--- src/rtl/dircc_system_states_pkg.sv ---
// FSM state encodings shared by dircc thread-level controllers.
// rx_ctrl_state_t sequences dircc_receive_controller.
package dircc_system_states_pkg;

  typedef enum logic [2:0] {
    RX_IDLE      = 3'd0,
    RX_READ      = 3'd1,
    RX_DISPATCH  = 3'd2,
    RX_WAIT      = 3'd3,
    RX_WRITEBACK = 3'd4
  } rx_ctrl_state_t;

endpackage

--- src/rtl/dircc_types_pkg.sv ---
// Shared dircc payload and device-state types.
// Used by the receive path, the handlers and the state RAM.
package dircc_types_pkg;

  typedef struct packed {
    logic [7:0]  src_device;
    logic [7:0]  msg_type;
    logic [15:0] payload;
  } packet_data_t;

  typedef struct packed {
    logic [15:0] rx_seen;
    logic [15:0] user_state;
  } device_state_t;

endpackage

--- src/rtl/dircc_sat_counter.sv ---
// Saturating up-counter: holds at all-ones instead of wrapping.
// Ports: clk_i, rst_ni (async low), inc_i, count_o.
module dircc_sat_counter #(
  parameter int WIDTH = 16
) (
  input  logic             clk_i,
  input  logic             rst_ni,
  input  logic             inc_i,
  output logic [WIDTH-1:0] count_o
);

  logic [WIDTH-1:0] count_q;
  logic [WIDTH-1:0] count_d;

  always_comb begin
    count_d = count_q;
    if (inc_i && (count_q != '1)) begin
      count_d = count_q + 1'b1;
    end
  end

  always_ff @(posedge clk_i or negedge rst_ni) begin
    if (!rst_ni) begin
      count_q <= '0;
    end else begin
      count_q <= count_d;
    end
  end

  assign count_o = count_q;

endmodule

--- src/rtl/dircc_receive_controller.sv ---
// One-at-a-time receive sequencer: accept packet, read device state,
// pulse the handler, optionally write state back. Ports: packet
// stream in (pkt_*), state RAM (st_*), handler (hdl_*), status.
module dircc_receive_controller
  import dircc_types_pkg::*;
  import dircc_system_states_pkg::*;
#(
  parameter int DEVICE_COUNT   = 4,
  parameter int DEV_ADDR_WIDTH =
    (DEVICE_COUNT > 1) ? $clog2(DEVICE_COUNT) : 1,
  parameter int TIMEOUT_CYCLES = 16,
  parameter int COUNT_WIDTH    = 16
) (
  input  logic                      clk,
  input  logic                      reset_n,
  input  logic                      pkt_valid,
  output logic                      pkt_ready,
  input  packet_data_t              pkt_data,
  input  logic [7:0]                pkt_dst_device,
  input  logic [7:0]                pkt_edge_id,
  input  logic [7:0]                pkt_port_id,
  output logic                      st_rd_en,
  output logic [DEV_ADDR_WIDTH-1:0] st_rd_addr,
  input  device_state_t             st_rd_data,
  output logic                      st_wr_en,
  output logic [DEV_ADDR_WIDTH-1:0] st_wr_addr,
  output device_state_t             st_wr_data,
  output packet_data_t              hdl_packet,
  output logic                      hdl_packet_valid,
  output logic                      hdl_receive_done,
  output logic [7:0]                hdl_edge_id,
  output logic [7:0]                hdl_port_id,
  output device_state_t             hdl_read_state,
  input  logic                      hdl_packet_handled,
  input  device_state_t             hdl_write_state,
  input  logic                      hdl_write_state_valid,
  output logic                      busy,
  output logic                      timeout_err,
  output logic [COUNT_WIDTH-1:0]    rx_count,
  output logic [COUNT_WIDTH-1:0]    drop_count
);

  localparam int TW = $clog2(TIMEOUT_CYCLES);
  localparam logic [8:0] DEV_LIMIT = 9'(DEVICE_COUNT);
  localparam logic [TW-1:0] T_LAST = TW'(TIMEOUT_CYCLES - 1);

  rx_ctrl_state_t state_q, state_d;
  logic pkt_ready_q, pkt_ready_d;
  logic st_rd_en_q, st_rd_en_d;
  logic [DEV_ADDR_WIDTH-1:0] st_rd_addr_q, st_rd_addr_d;
  logic st_wr_en_q, st_wr_en_d;
  logic [DEV_ADDR_WIDTH-1:0] st_wr_addr_q, st_wr_addr_d;
  device_state_t st_wr_data_q, st_wr_data_d;
  packet_data_t hdl_packet_q, hdl_packet_d;
  logic hdl_valid_q, hdl_valid_d;
  logic hdl_done_q, hdl_done_d;
  logic [7:0] hdl_edge_q, hdl_edge_d;
  logic [7:0] hdl_port_q, hdl_port_d;
  device_state_t hdl_rstate_q, hdl_rstate_d;
  logic busy_q, busy_d;
  logic timeout_q, timeout_d;
  logic [TW-1:0] timer_q, timer_d;
  logic wb_pend_q, wb_pend_d;
  device_state_t wb_state_q, wb_state_d;
  logic rx_inc, drop_inc;
  logic dst_bad;

  assign dst_bad = ({1'b0, pkt_dst_device} >= DEV_LIMIT);

  always_comb begin
    state_d      = state_q;
    pkt_ready_d  = pkt_ready_q;
    st_rd_en_d   = st_rd_en_q;
    st_rd_addr_d = st_rd_addr_q;
    st_wr_en_d   = st_wr_en_q;
    st_wr_addr_d = st_wr_addr_q;
    st_wr_data_d = st_wr_data_q;
    hdl_packet_d = hdl_packet_q;
    hdl_valid_d  = hdl_valid_q;
    hdl_done_d   = hdl_done_q;
    hdl_edge_d   = hdl_edge_q;
    hdl_port_d   = hdl_port_q;
    hdl_rstate_d = hdl_rstate_q;
    timeout_d    = timeout_q;
    timer_d      = timer_q;
    wb_pend_d    = wb_pend_q;
    wb_state_d   = wb_state_q;
    rx_inc       = 1'b0;
    drop_inc     = 1'b0;
    unique case (state_q)
      RX_IDLE: begin
        if (pkt_valid && pkt_ready_q) begin
          hdl_packet_d = pkt_data;
          hdl_edge_d   = pkt_edge_id;
          hdl_port_d   = pkt_port_id;
          if (dst_bad) begin
            drop_inc = 1'b1;
          end else begin
            st_rd_en_d   = 1'b1;
            st_rd_addr_d = pkt_dst_device[DEV_ADDR_WIDTH-1:0];
            pkt_ready_d  = 1'b0;
            state_d      = RX_READ;
          end
        end
      end
      RX_READ: begin
        // First READ cycle is the RAM access; data lands on the next.
        st_rd_en_d = 1'b0;
        if (!st_rd_en_q) begin
          hdl_rstate_d = st_rd_data;
          hdl_valid_d  = 1'b1;
          hdl_done_d   = 1'b1;
          state_d      = RX_DISPATCH;
        end
      end
      RX_DISPATCH: begin
        hdl_done_d = 1'b0;
        timer_d    = '0;
        wb_pend_d  = 1'b0;
        state_d    = RX_WAIT;
      end
      RX_WAIT: begin
        if (hdl_write_state_valid) begin
          wb_pend_d  = 1'b1;
          wb_state_d = hdl_write_state;
        end
        if (hdl_packet_handled) begin
          rx_inc = 1'b1;
          if (hdl_write_state_valid || wb_pend_q) begin
            st_wr_en_d   = 1'b1;
            st_wr_addr_d = st_rd_addr_q;
            st_wr_data_d = hdl_write_state_valid ?
                           hdl_write_state : wb_state_q;
            state_d      = RX_WRITEBACK;
          end else begin
            hdl_valid_d = 1'b0;
            pkt_ready_d = 1'b1;
            state_d     = RX_IDLE;
          end
        end else if (timer_q == T_LAST) begin
          timeout_d   = 1'b1;
          drop_inc    = 1'b1;
          wb_pend_d   = 1'b0;
          hdl_valid_d = 1'b0;
          pkt_ready_d = 1'b1;
          state_d     = RX_IDLE;
        end else begin
          timer_d = timer_q + 1'b1;
        end
      end
      RX_WRITEBACK: begin
        st_wr_en_d  = 1'b0;
        hdl_valid_d = 1'b0;
        pkt_ready_d = 1'b1;
        state_d     = RX_IDLE;
      end
      default: state_d = RX_IDLE;
    endcase
    busy_d = (state_d != RX_IDLE);
  end

  always_ff @(posedge clk or negedge reset_n) begin
    if (!reset_n) begin
      state_q      <= RX_IDLE;
      pkt_ready_q  <= 1'b1;
      st_rd_en_q   <= 1'b0;
      st_rd_addr_q <= '0;
      st_wr_en_q   <= 1'b0;
      st_wr_addr_q <= '0;
      st_wr_data_q <= '0;
      hdl_packet_q <= '0;
      hdl_valid_q  <= 1'b0;
      hdl_done_q   <= 1'b0;
      hdl_edge_q   <= '0;
      hdl_port_q   <= '0;
      hdl_rstate_q <= '0;
      busy_q       <= 1'b0;
      timeout_q    <= 1'b0;
      timer_q      <= '0;
      wb_pend_q    <= 1'b0;
      wb_state_q   <= '0;
    end else begin
      state_q      <= state_d;
      pkt_ready_q  <= pkt_ready_d;
      st_rd_en_q   <= st_rd_en_d;
      st_rd_addr_q <= st_rd_addr_d;
      st_wr_en_q   <= st_wr_en_d;
      st_wr_addr_q <= st_wr_addr_d;
      st_wr_data_q <= st_wr_data_d;
      hdl_packet_q <= hdl_packet_d;
      hdl_valid_q  <= hdl_valid_d;
      hdl_done_q   <= hdl_done_d;
      hdl_edge_q   <= hdl_edge_d;
      hdl_port_q   <= hdl_port_d;
      hdl_rstate_q <= hdl_rstate_d;
      busy_q       <= busy_d;
      timeout_q    <= timeout_d;
      timer_q      <= timer_d;
      wb_pend_q    <= wb_pend_d;
      wb_state_q   <= wb_state_d;
    end
  end

  dircc_sat_counter #(.WIDTH(COUNT_WIDTH)) u_rx_cnt (
    .clk_i   (clk),
    .rst_ni  (reset_n),
    .inc_i   (rx_inc),
    .count_o (rx_count)
  );

  dircc_sat_counter #(.WIDTH(COUNT_WIDTH)) u_drop_cnt (
    .clk_i   (clk),
    .rst_ni  (reset_n),
    .inc_i   (drop_inc),
    .count_o (drop_count)
  );

  assign pkt_ready        = pkt_ready_q;
  assign st_rd_en         = st_rd_en_q;
  assign st_rd_addr       = st_rd_addr_q;
  assign st_wr_en         = st_wr_en_q;
  assign st_wr_addr       = st_wr_addr_q;
  assign st_wr_data       = st_wr_data_q;
  assign hdl_packet       = hdl_packet_q;
  assign hdl_packet_valid = hdl_valid_q;
  assign hdl_receive_done = hdl_done_q;
  assign hdl_edge_id      = hdl_edge_q;
  assign hdl_port_id      = hdl_port_q;
  assign hdl_read_state   = hdl_rstate_q;
  assign busy             = busy_q;
  assign timeout_err      = timeout_q;

endmodule
--- config.mk ---
export PLATFORM = sky130hd
export DESIGN_NAME = dircc_receive_controller
export DESIGN_NICKNAME = d
export VERILOG_FILES = /design/src/rtl/dircc_system_states_pkg.sv /design/src/rtl/dircc_types_pkg.sv /design/src/rtl/dircc_sat_counter.sv /design/src/rtl/dircc_receive_controller.sv
export SDC_FILE = /design/constraint.sdc
export NUM_CORES = 1
export LEC_CHECK = 0
export ABC_AREA = 1
export BUFFER_PORTS_ARGS = -buffer_cell sky130_fd_sc_hd__buf_4
export CAP_MARGIN = 30
export CORE_AREA = 2 2 173 175
export CTS_CLUSTER_DIAMETER = 200
export DETAILED_ROUTE_END_ITERATION = 16
export DIE_AREA = 0 0 175 177
export HOLD_SLACK_MARGIN = 0.1
export PLACE_DENSITY_LB_ADDON = 0.08
export SLEW_MARGIN = 20
export SYNTH_ARGS = -nofsm -noshare
export SYNTH_HDL_FRONTEND = slang
export SYNTH_SLANG_ARGS = --single-unit
--- constraint.sdc ---
create_clock -name clk -period 3.4 [get_ports clk]
set_clock_uncertainty 0.05 [all_clocks]
set_input_delay 0.51 -clock clk [delete_from_list [all_inputs] [get_ports clk]]
set_output_delay 0.51 -clock clk [all_outputs]
set_load 0.02 [all_outputs]
==> results.cfg <==
[pwr]
irDropWorstVdd_uv = 371.4
power_density_mw_per_mm2 = 832.7
power.leakage_nw = 6.191

[synthesis]
synth_top_family_by_area = simple AND/OR/NAND/NOR gates
synth_cell_types = 26
synth_compound_area_frac = 0.05252
syn_avg_cell_area_um2 = 7.970
netlist_area_mm2 = 0.008599
synth_edf_count = 0
seq_area_frac_synth = 0.5676
synth_xor_area_frac = 0.01528
ys_warn_count = 0
muxShareOfSynthArea = 0
synth-simple-area-share = 0.3082
synth_cells = 1079
synth_adder_area_share = 0.004365
syn-num-nets = 1207
synth_common_cells = 584 x nand2_1, 194 x dfrtp_1, 80 x o21ai_0, 59 x inv_1, 44 x nor2_1
yosysMostFrequentCell = nand2_1
synth.top_cell.area_share = 0.5645
synthTopCellsByArea = dfrtp_1 56%, nand2_1 25%, o21ai_0 4.7%
synthArstFlopShare = 1.000
yosys_register_bits = 195
synthFlopType = dfrtp_1
synth_top_area_cell = dfrtp_1

[worst_setup_path]
crit_path_max_fanout = 47
crit_path_end_kind = flip-flop
startpoint_type = flip-flop
reg2reg_from = state_q[2]
crit_required_ns = 3.71
reg2reg_depth = 8
reg2reg_to = hdl_packet_valid
cp_data_arrival_time_ns = 2.43
crit_type = reg -> reg
reg2reg_slack_ns = 1.28

[drt]
drtAntennaViolNets = 0
first_iter_violations = 290
viasPerCell = 4.253
wirelength_um = 24600
wl_per_cell_um = 14.06
vias = 7438
dr.pass1.iters = 4
drc = 0

[grt]
grt-ovfl-total = 0
grt_use_total = 0.1603
antenna_found_initial = 1
grt_max_degree = 77
grt_first_pass_wirelength_um = 39500
grt_pass1_vias = 7340

[sta]
relSlewSlack = 0.5487
finalSetupViolCount = 0
tightestPinTransition_ns = 0.6769
period_needed_ns = 2.117
hold_violations = 0
fin_hold_ws_ns = 0.2199
finalMaxSlewViolations = 0
fin_setup_tns_ns = 0
timing.fmax_mhz = 472.3
rsz0062_at_grt = false
worst_slack_ns = 1.283
fin_crit_sh = 0.6228

[floorplan]
die_h_um = 177
initial_core_util = 0.2941
io_pins = 280
die_area_mm2 = 0.03098
die_x_um = 175
core_area_mm2 = 0.02924
num_rows = 63

[finish]
drive_gt1_frac = 0.2533
synthToLayoutAreaGrowth_pct = 35.68
nNetsFinal = 1473
n_fill_cell = 3124

[hold_path]
hold_depth = 3
hp-class = in -> reg
hold_start = st_rd_data[16]
whs_endpoint = hdl_read_state[16]

[cts]
h-tree-depth = 4
cts_root_buf = clkbuf_16
cts_tree = yes
clk_pin_slew_ns = 0.08
clk_path_buf_depth = 2
postCtsSetupRepairBufs = 0
cts_sinks = 195
clk_latency_ns = 0.43
cts_inserted_buffers = 17

[placement]
port_buffers = 279
gp_routability_congestion = 0.7665
place_hpwl_um = 17240
pre_cts_ws_ns = 1.161

[job]
cap_violations = 0

[run_status]
status = completed
[timing repair]
item / 4_1_cts / 5_1_grt
gates resized for setup: 0 / 0
endpoints found under the hold margin: 59 / 0
hold buffers: 1 / 0
[worst max path at each step]
| stage | start | to | cells past startpoint |
|---|---|---|---|
| CTS | state_q[2] | hdl_packet_valid | 8 |
| finish | state_q[2] | hdl_packet_valid | 8 |
| global placement | hdl_write_state_valid | st_wr_data[24] | 7 |
| global route | state_q[2] | hdl_packet_valid | 8 |
| floorplan | u_rx_cnt.count_o[0] | u_rx_cnt.count_o[3] | 11 |
| detailed placement | hdl_write_state_valid | st_wr_data[10] | 7 |
[flip-flops by register name, summed over array words and instances (netlist names), 4 cells and up]
register,cells
hdl_read_state,32
u_drop_cnt.count_o,16
hdl_packet,32
wb_state_q,32
u_rx_cnt.count_o,16
timer_q,4
st_wr_data,32
hdl_port_id,8
hdl_edge_id,8
[routing by layer]
metal / global-route usage / share of wire / up-vias
met3: 0.04446 / 0.061 / 21
met1: 0.2134 / 0.46 / 3409
li1: - / - / 3839
met2: 0.2543 / 0.47 / 169
met5: 0 / 0 / -
met4: 0.04965 / 0.017 / 0
[report_power, final]
group | switching, mW | internal (mW) | total (mW)
Clock | 1.00 | 1.02 | 2.02
Sequential | 0.505 | 3.22 | 3.72
Combinational | 2.46 | 1.51 | 3.97
Total | 3.97 | 5.75 | 9.72
[cell families after synthesis]
kind of cell,Yosys count
AND/OR/NAND/NOR,675
flip-flops,195
buffers and inverters,106
AO/OA/AOI/OAI,85
XOR/XNOR,15
adder cells (fa/ha/maj),3
[worst max-delay path, cell delays in order (launching register included)]
cell	delay, ns
dfrtp_1	0.41
inv_2	0.08
nand2_1	0.14
nor2_4	0.42
buf_4	0.47
nand3_1	0.19
nand3_1	0.13
o21ai_0	0.09
inv_1	0.06
[cell usage in the layout, fill, tap and decap left out, types with 2 or more instances in the layout]
cell type / synthesis / layout
nor2_1: 44 / 44
dfrtp_1: 194 / 194
o21a_1: 2 / 2
clkinv_4: 0 / 3
nand4_1: 10 / 10
ha_1: 3 / 3
nand2_1: 584 / 584
nand3_1: 21 / 21
inv_8: 0 / 5
nand2_2: 4 / 4
buf_4: 3 / 283
inv_1: 59 / 59
clkbuf_8: 0 / 3
nor2_2: 6 / 6
xor2_1: 6 / 6
inv_2: 7 / 7
nand2_4: 2 / 2
nor2_4: 3 / 3
o21ai_0: 80 / 80
xnor2_1: 9 / 9
clkinv_8: 0 / 2
buf_12: 0 / 2
clkbuf_16: 0 / 17
[area by class of cell]
class / count / area [um^2] / share of cell area
Clock buffer: 19 / 452.9 / 0.03882
Timing Repair Buffer: 287 / 2188 / 0.1876
Clock inverter: 13 / 136.4 / 0.01169
Sequential cell: 195 / 4881 / 0.4183
Multi-Input combinational cell: 778 / 3271 / 0.2803
Antenna cell: 1 / 2.502 / 0.0002145
Inverter: 66 / 247.7 / 0.02123
Tap cell: 390 / 488.0 / 0.04182
[stage by stage]
step | cell area [um^2] | util | cells | total power [mW]
after global placement | 11070 | 0.3784 | 1715 | 7.792
final | 11670 | 0.3990 | 1749 | 9.716
after floorplan | 8600 | - | 1079 | 6.043
after detailed placement | 11070 | 0.3784 | 1715 | 7.826
after CTS | 11660 | 0.3989 | 1748 | 9.909
after global routing | 11670 | 0.3990 | 1749 | 10.50
Note: power is estimated with default switching activity, not from simulation.
